**src/rtl/control_unit_pipelined.sv**
```systemverilog
// control_unit_pipelined: registered ID-stage decoder for the RV32IM pipeline.
// Decodes one instruction per accepted cycle into ID/EX control fields, flags
// illegal encodings and holds issue while a multi-cycle MUL/DIV occupies EX.
module control_unit_pipelined #(
    parameter int ENABLE_M   = 1,
    parameter int MUL_CYCLES = 2,
    parameter int DIV_CYCLES = 34
) (
    input  logic        CLK,
    input  logic        RESET_N,
    input  logic [31:0] INSTRUCTION,
    input  logic        IN_VALID,
    output logic        IN_READY,
    input  logic        STALL,
    input  logic        FLUSH,
    output logic        OP1SEL,
    output logic        OP2SEL,
    output logic        REG_WRITE_EN,
    output logic [1:0]  WB_SEL,
    output logic [4:0]  ALUOP,
    output logic [2:0]  BRANCH_JUMP,
    output logic [2:0]  IMM_SEL,
    output logic [3:0]  READ_WRITE,
    output logic [4:0]  RS1_ADDR,
    output logic [4:0]  RS2_ADDR,
    output logic [4:0]  RD_ADDR,
    output logic        OUT_VALID,
    output logic        ILLEGAL,
    output logic        MC_START,
    output logic        MC_BUSY,
    output logic        MC_ABORT
);
    localparam int MAX_CYCLES = (MUL_CYCLES > DIV_CYCLES) ? MUL_CYCLES : DIV_CYCLES;
    localparam int CW         = $clog2(MAX_CYCLES + 1);

    localparam logic [6:0] OPC_LUI    = 7'b0110111;
    localparam logic [6:0] OPC_AUIPC  = 7'b0010111;
    localparam logic [6:0] OPC_JAL    = 7'b1101111;
    localparam logic [6:0] OPC_JALR   = 7'b1100111;
    localparam logic [6:0] OPC_BRANCH = 7'b1100011;
    localparam logic [6:0] OPC_LOAD   = 7'b0000011;
    localparam logic [6:0] OPC_STORE  = 7'b0100011;
    localparam logic [6:0] OPC_OPIMM  = 7'b0010011;
    localparam logic [6:0] OPC_OP     = 7'b0110011;
    localparam logic [6:0] OPC_FENCE  = 7'b0001111;

    typedef enum logic {IDLE, MULTI} state_t;

    typedef struct packed {
        logic       op1sel;
        logic       op2sel;
        logic       reg_write_en;
        logic [1:0] wb_sel;
        logic [4:0] aluop;
        logic [2:0] branch_jump;
        logic [2:0] imm_sel;
        logic [3:0] read_write;
        logic [4:0] rs1_addr;
        logic [4:0] rs2_addr;
        logic [4:0] rd_addr;
        logic       illegal;
    } ctrl_t;

    function automatic ctrl_t nop_ctrl();
        ctrl_t c;
        c             = '0;
        c.branch_jump = 3'b010;
        return c;
    endfunction

    state_t          state;
    logic [CW-1:0]   count;
    ctrl_t           held;

    logic [6:0]      opcode;
    logic [2:0]      funct3;
    logic [6:0]      funct7;
    ctrl_t           dec;
    ctrl_t           issue;
    logic            dec_legal;
    logic            dec_mop;
    logic            dec_regs;
    logic            mc_needed;
    logic [CW-1:0]   mc_count;

    assign opcode = INSTRUCTION[6:0];
    assign funct3 = INSTRUCTION[14:12];
    assign funct7 = INSTRUCTION[31:25];

    assign IN_READY = !STALL && (state == IDLE);

    // Decode the incoming word into control fields and select what an IDLE cycle loads.
    always_comb begin
        dec       = nop_ctrl();
        dec_legal = 1'b1;
        dec_mop   = 1'b0;
        dec_regs  = 1'b1;
        case (opcode)
            OPC_LUI: begin
                dec.op2sel       = 1'b1;
                dec.reg_write_en = 1'b1;
                dec.wb_sel       = 2'b10;
            end
            OPC_AUIPC: begin
                dec.op1sel       = 1'b1;
                dec.op2sel       = 1'b1;
                dec.reg_write_en = 1'b1;
            end
            OPC_JAL: begin
                dec.op1sel       = 1'b1;
                dec.op2sel       = 1'b1;
                dec.reg_write_en = 1'b1;
                dec.wb_sel       = 2'b11;
                dec.branch_jump  = 3'b011;
                dec.imm_sel      = 3'b001;
            end
            OPC_JALR: begin
                dec.op2sel       = 1'b1;
                dec.reg_write_en = 1'b1;
                dec.wb_sel       = 2'b11;
                dec.branch_jump  = 3'b011;
                dec.imm_sel      = 3'b100;
            end
            OPC_BRANCH: begin
                dec.op1sel      = 1'b1;
                dec.op2sel      = 1'b1;
                dec.branch_jump = funct3;
                dec.imm_sel     = 3'b011;
                dec_legal       = (funct3[2:1] != 2'b01);
            end
            OPC_LOAD: begin
                dec.op2sel       = 1'b1;
                dec.reg_write_en = 1'b1;
                dec.wb_sel       = 2'b01;
                dec.imm_sel      = 3'b100;
                dec.read_write   = {1'b1, funct3};
                dec_legal        = (funct3 != 3'b011) && (funct3[2:1] != 2'b11);
            end
            OPC_STORE: begin
                dec.op2sel  = 1'b1;
                dec.imm_sel = 3'b010;
                case (funct3)
                    3'b000:  dec.read_write = 4'b1011;
                    3'b001:  dec.read_write = 4'b1110;
                    default: dec.read_write = 4'b1111;
                endcase
                dec_legal = (funct3 < 3'b011);
            end
            OPC_OPIMM: begin
                dec.op2sel       = 1'b1;
                dec.reg_write_en = 1'b1;
                if (funct3[1:0] == 2'b01) begin
                    dec.imm_sel = 3'b101;
                    dec.aluop   = {funct3, funct7[5], funct7[0]};
                    dec_legal   = funct3[2] ? ((funct7 == 7'b0000000) || (funct7 == 7'b0100000))
                                            : (funct7 == 7'b0000000);
                end else begin
                    dec.imm_sel = (funct3 == 3'b011) ? 3'b111 : 3'b100;
                    dec.aluop   = {funct3, 2'b00};
                end
            end
            OPC_OP: begin
                dec.reg_write_en = 1'b1;
                dec.aluop        = {funct3, funct7[5], funct7[0]};
                case (funct7)
                    7'b0000000: dec_legal = 1'b1;
                    7'b0100000: dec_legal = (funct3 == 3'b000) || (funct3 == 3'b101);
                    7'b0000001: begin
                        dec_legal = (ENABLE_M != 0);
                        dec_mop   = (ENABLE_M != 0);
                    end
                    default:    dec_legal = 1'b0;
                endcase
            end
            OPC_FENCE: dec_regs = 1'b0;
            default:   dec_legal = 1'b0;
        endcase

        if (dec_regs) begin
            dec.rs1_addr = INSTRUCTION[19:15];
            dec.rs2_addr = INSTRUCTION[24:20];
            dec.rd_addr  = INSTRUCTION[11:7];
        end

        issue = nop_ctrl();
        if (IN_VALID) begin
            if (dec_legal) begin
                issue = dec;
            end else begin
                issue.illegal = 1'b1;
            end
        end
    end

    // An M-op needs the MULTI sequence only when its EX latency exceeds one cycle.
    always_comb begin
        mc_needed = dec_mop && (funct3[2] ? (DIV_CYCLES > 1) : (MUL_CYCLES > 1));
        mc_count  = funct3[2] ? CW'(DIV_CYCLES - 1) : CW'(MUL_CYCLES - 1);
    end

    // Issue state machine: FLUSH beats STALL, STALL freezes everything, otherwise
    // IDLE loads a freshly decoded op (or NOP) and MULTI counts the M-op down.
    always_ff @(posedge CLK or negedge RESET_N) begin
        if (!RESET_N) begin
            state     <= IDLE;
            count     <= '0;
            held      <= nop_ctrl();
            OUT_VALID <= 1'b0;
            MC_START  <= 1'b0;
            MC_BUSY   <= 1'b0;
            MC_ABORT  <= 1'b0;
        end else if (FLUSH) begin
            MC_ABORT  <= (state == MULTI);
            state     <= IDLE;
            count     <= '0;
            held      <= nop_ctrl();
            OUT_VALID <= 1'b0;
            MC_START  <= 1'b0;
            MC_BUSY   <= 1'b0;
        end else if (!STALL) begin
            MC_START <= 1'b0;
            MC_ABORT <= 1'b0;
            case (state)
                IDLE: begin
                    held <= issue;
                    if (IN_VALID && mc_needed) begin
                        state     <= MULTI;
                        count     <= mc_count;
                        MC_START  <= 1'b1;
                        MC_BUSY   <= 1'b1;
                        OUT_VALID <= 1'b0;
                    end else begin
                        OUT_VALID <= IN_VALID;
                    end
                end
                MULTI: begin
                    count <= count - CW'(1);
                    if (count == CW'(1)) begin
                        state     <= IDLE;
                        OUT_VALID <= 1'b1;
                        MC_BUSY   <= 1'b0;
                    end
                end
                default: state <= IDLE;
            endcase
        end
    end

    assign OP1SEL       = held.op1sel;
    assign OP2SEL       = held.op2sel;
    assign REG_WRITE_EN = held.reg_write_en;
    assign WB_SEL       = held.wb_sel;
    assign ALUOP        = held.aluop;
    assign BRANCH_JUMP  = held.branch_jump;
    assign IMM_SEL      = held.imm_sel;
    assign READ_WRITE   = held.read_write;
    assign RS1_ADDR     = held.rs1_addr;
    assign RS2_ADDR     = held.rs2_addr;
    assign RD_ADDR      = held.rd_addr;
    assign ILLEGAL      = held.illegal;

endmodule

```
**config.mk**
```make
export PLATFORM = sky130hd
export DESIGN_NAME = control_unit_pipelined
export DESIGN_NICKNAME = d
export VERILOG_FILES = /design/src/rtl/control_unit_pipelined.sv
export SDC_FILE = /design/constraint.sdc
export NUM_CORES = 1
export LEC_CHECK = 0
export ABC_AREA = 1
export CORE_MARGIN = 2
export CORE_UTILIZATION = 49
export DETAILED_ROUTE_END_ITERATION = 8
export GPL_TIMING_DRIVEN = 0
export PLACE_DENSITY = 0.81
export SLEW_MARGIN = 30
export SYNTH_ARGS = -nofsm -noshare
export SYNTH_HDL_FRONTEND = slang
export SYNTH_SLANG_ARGS = --single-unit
export TNS_END_PERCENT = 100
```
**constraint.sdc**
```tcl
create_clock -name CLK -period 2.76 [get_ports CLK]
set_input_delay 0.552 -clock CLK [delete_from_list [all_inputs] [get_ports CLK]]
set_output_delay 0.552 -clock CLK [all_outputs]
set_load 0.1 [all_outputs]
```
Word-level counts from Yosys, hierarchy flattened:

Cells that the tools add are included.

* output and inout port bits: 41
* input bits: 37
* register bits: 47
* word-level logic and storage cells: 114

* reductions and logical operators: 19
* mux-type cells: 50
* $lt $le $gt $ge: 1
* equal/unequal tests: 24
* bitwise operators: 1
* add/subtract/negate cells: 1

Operators by type and width (count)
* 36-bit 2-to-1 mux: 4
* 35-bit 2-to-1 mux: 1
* 7-bit by 6-bit == test with 1-bit output (second input constant): 4
* 1-bit 2-to-1 mux: 25
* 6-bit 2-to-1 mux: 4
* 7-bit == test (second input constant): 3
* 15-bit 2-to-1 mux: 1
* 3-bit one-hot mux with 5 select lines: 1
* 7-bit by 5-bit == test with 1-bit output (second input constant): 2
* 3-bit one-hot mux with 2 select lines: 2
* 6-bit one-hot mux with 2 select lines: 1
* 5-bit one-hot mux with 2 select lines: 1
* 3-bit by 2-bit inequality test with 1-bit output (second input constant): 3
* 1-bit one-hot mux with 2 select lines: 4
* 4-bit one-hot mux with 2 select lines: 1
* 8-bit OR reduction: 1
* 7-bit by 1-bit == test with 1-bit output (second input constant): 1
* 7-bit by 2-bit == test with 1-bit output (second input constant): 1
* 7-bit by 4-bit == test with 1-bit output (second input constant): 1
* 7-bit zero test: 1
* 7-bit OR reduction: 1
* 6-bit by 1-bit == test with 1-bit output (second input constant): 1
* 2-bit 2-to-1 mux: 3
* 1-bit one-hot mux with 6 select lines: 1
* 19 further kinds: 28

Depth between registers and ports, before layout:

* depth after elaboration: 10
* depth in mapped cells: 11
* mapped depth without buffers: 11

Least setup slack after synthesis:

OpenSTA, ideal clock, no wires.

* path kind: input to register
* start point: in STALL
* end point: reg held, in the netlist RS1_ADDR[4]
* slack: 624 ps
* required time: 2692 ps
* setup time: 68 ps
* arrival: 2069 ps
* path buffers: 1
* cell stages on the path: 8
* path through: inv_1 > nand2_1 > inv_1 > nand2_2 > a31oi_2 > buf_4 > nand3_1 > nand2_1

* cells in the longest elaborated chain, start to end: 2

Ends and longest elaborated chain
* start, declared: line 14 `input logic STALL,`
* 2-bit by 1-bit inequality test with 1-bit output (no source line)
* 2-bit AND reduction (no source line)
* end signal, assigned: line 207 `held <= nop_ctrl();`
* end signal, assigned: line 216 `held <= nop_ctrl();`
* end signal, assigned: line 225 `held <= issue;`
* end, declared: line 73 `ctrl_t held;`

No other way between the ends.
A chain may end at the register's enable or synchronous reset.

Worst setup path in the final report:

* start point: in STALL
* end point: out IN_READY

* cells in the longest elaborated chain, start to end: 2

Ends and longest elaborated chain
* 1-bit zero test
* 1-bit logical AND: line 90 `assign IN_READY = !STALL && (state == IDLE);`
* end, declared: line 13 `output logic IN_READY,`

No other way between the ends.

==> flow_metrics.py <==
metrics = {
    "status": {
        "status": "completed",
    },
    "grt": {
        "grt_pass1_wl_microns": 11200,
        "grt_overflow": 0,
        "antenna_found_initial": 0,
        "grt_max_degree": 48,
        "track_usage_pct": 24.0,
        "grt_pass1_vias": 2354,
    },
    "timing": {
        "tns_ps": 0,
        "min_period_ps": 2620,
        "hold_ws_ps": 236,
        "tightest_slew_ps": 1000,
        "period_share_pct": 95.0,
        "slew_headroom_pct": 32.8,
        "hold_viol": 0,
        "finalSetupViolCount": 0,
        "rsz0062_at_grt": "false",
        "fin_skew_ps": 6.02,
        "slew_viol_final": 0,
        "max_freq_mhz": 381,
    },
    "yosys": {
        "netlist_area_sq_um": 2550,
        "synth_edf_count": 0,
        "syn_area_per_cell_sq_um": 7.69,
        "synth_compound_area_share_pct": 7.62,
        "synthFlopType": "dfrtp_1",
        "yosys.area_share.simple_pct": 37.7,
        "synthAdderAreaFrac_pct": 0.983,
        "muxShareOfSynthArea_pct": 0,
        "synth_xor_area_share_pct": 0,
        "syn_inst": 331,
        "synth_top_family_by_area": "simple AND/OR/NAND/NOR gates",
        "ys_ff_latch": 47,
        "synth.distinct_cells": 32,
        "synthArstFlopShare_pct": 100,
        "yosysWarnings": 0,
        "yosysSeqAreaShare_pct": 46.2,
        "synth_fp_nets": 370,
    },
    "cells_and_area": {
        "drive_gt1_share_pct": 10.4,
        "instances_no_fill": 485,
        "diodes": 0,
        "fillCellCount": 452,
        "regArea_sq_um": 1180,
        "fin_area_sq_um": 3480,
        "num-nets-final": 453,
        "syn_to_final_growth_pct": 36.5,
        "multi_input_area_sq_um": 1180,
    },
    "clock_network": {
        "holdBufCountCts": 0,
        "path_clk_slew_ps": 80,
        "numClockSinks": 47,
        "post_cts_buffers": 0,
        "tritoncts": "yes",
        "post_cts_resized": 1,
        "cts_made_buffers": 5,
        "cts_buffer_depth": 2,
        "ctsRootBufferMaster": "clkbuf_8",
        "clk_latency_ps": 310,
        "cts_max_level": 2,
    },
    "floorplanning": {
        "core_area_sq_um": 5070,
        "ioPinCount": 78,
        "die_w_microns": 76.1,
        "rows": 26,
        "initial_core_util_pct": 50.2,
        "die_h_microns": 76.1,
        "die_area_sq_um": 5790,
    },
    "power_and_ir_drop": {
        "power_leakage_nw": 1.71,
        "irDropWorstVdd_v": 0.000289,
        "swShare_pct": 30.8,
        "power.clock.fraction_pct": 28.9,
        "comb_power_share_pct": 20.7,
        "switching_power_mw": 0.439,
        "internal_power_mw": 0.987,
        "power_density_nw_per_um2": 410,
        "seq_power_share_pct": 50.5,
    },
    "detailed_routing": {
        "vias": 2464,
        "vias_per_cell": 5.08,
        "postRouteAntennaNets": 0,
        "drt_iter0_markers": 187,
        "dr.pass1.iters": 5,
        "wirelength_microns": 6520,
        "drc": 0,
        "wl_per_cell_microns": 13.5,
    },
    "placement": {
        "place_hpwl_microns": 4900,
        "port_buffers": 76,
        "placed_area_sq_um": 3390,
        "place.gp.congestion": 0.940,
        "placed_cells": 477,
    },
    "critical_path": {
        "cp_cell_sequence": "clkdlybuf4s50_1, inv_1, nand2_1, inv_1, dlygate4sd2_1",
        "crit_path_end_kind": "output pin",
        "crit_path_start": "STALL",
        "max_stage_delay_ps": 860,
        "critPathArrivalTime_ps": 2070,
        "cpMostUsedCell": "inv_1",
        "cp_data_required_time_ps": 2210,
        "cpMaxStageDelayCell": "dlygate4sd2_1",
        "r2r-start": "state$_DFFE_PN0P_",
        "crit_type": "in2out",
        "crit_fanout": 3,
        "start_kind": "primary input",
    },
    "flow_run": {
        "drv_cap": 0,
    },
    "min_path": {
        "hold_class": "in2async",
    },
}
## worst max-delay path: cells and delay by family
kind,cells,cell delay [ps]
buffers and inverters,4,1470
AND/OR/NAND/NOR,1,50
## stage by stage
step	utilization (%)	total power, mW	worst slack (ps)
global route	68.5	1.49	68.8
CTS	68.5	1.43	134
global placement	66.9	1.02	-180
floorplan	-	0.908	624
finish	68.5	1.43	138
detailed placement	66.8	1.03	-147
## flip-flops by register name (all words and copies together), names as in the netlist, 2 cells and up
name,cells
IMM_SEL,3
WB_SEL,2
count,6
READ_WRITE,4
RS1_ADDR,5
BRANCH_JUMP,3
RS2_ADDR,5
ALUOP,5
RD_ADDR,5
## metal layers
layer	part of all wire [%]	GRT usage, %
met4	1.6	8.91
met5	0	0
met1	45	33.3
met3	5.4	4.27
met2	48	38.0
## synth_stat cells, types with 3 or more instances
library cell | number | share of area [%]
nand2_2 | 4 | 0.98
nor2_1 | 28 | 4.1
inv_1 | 25 | 3.7
buf_6 | 5 | 2.2
inv_2 | 4 | 0.59
nand4_1 | 4 | 0.98
nand3_1 | 37 | 7.3
nand3_2 | 7 | 2.8
dfrtp_1 | 46 | 45
nor3_1 | 3 | 0.59
clkbuf_1 | 3 | 0.44
nand2_1 | 117 | 17
a21oi_1 | 9 | 1.8
o21ai_1 | 4 | 0.79
o21ai_0 | 10 | 2.0
nor2_2 | 3 | 0.74
## cell families after synthesis
group,Yosys count
AND/OR/NAND/NOR,210
flip-flops,47
adder cells (fa/ha/maj),2
AO/OA/AOI/OAI,33
buffers and inverters,39
## path summary, 6_finish.rpt
| check | end | slack (ps) | cells past startpoint |
|---|---|---|---|
| min reg2reg | RD_ADDR[4]$_DFFE_PN0P_ | 480 | 2 |
| min | MC_ABORT$_DFFE_PN0P_ | 240 | 1 |
| max | IN_READY | 140 | 5 |
| max in group asynchronous | WB_SEL[0]$_DFFE_PN0P_ | 2130 | 1 |
| min in group CLK | RD_ADDR[4]$_DFFE_PN0P_ | 480 | 2 |
| max reg2reg | RS2_ADDR[2]$_DFFE_PN0P_ | 1050 | 8 |
## cell usage in the layout (no fill, tap or decap), types with 3 or more instances in the layout
master / n
clkdlybuf4s50_1: 74
clkbuf_8: 5
inv_1: 25
dfrtp_1: 46
nand3_1: 37
inv_2: 4
nor3_1: 3
nor2_1: 28
buf_6: 5
clkbuf_1: 4
nand2_1: 117
a21oi_1: 9
nand2_2: 4
nand3_2: 7
o21ai_0: 10
nor2_2: 3
nand4_1: 4
o21ai_1: 4
## cell type report
type | count | area share [%]
multi-input combinational | 245 | 33.9
sequential | 47 | 33.9
timing repair buffer | 76 | 21.8
inverter | 29 | 3.13
tap | 70 | 2.52
buffer | 10 | 2.30
clock buffer | 6 | 2.09
clock inverter | 2 | 0.360
## power groups by stage
stage,clock network (mW),logic [mW],registers [mW]
after global routing,0.448,0.323,0.722
after global placement,0,0.289,0.732
after detailed placement,0,0.294,0.733
after floorplan,0,0.136,0.772
final,0.412,0.295,0.720
after CTS,0.413,0.295,0.719
(Power assumes the default switching activity.)
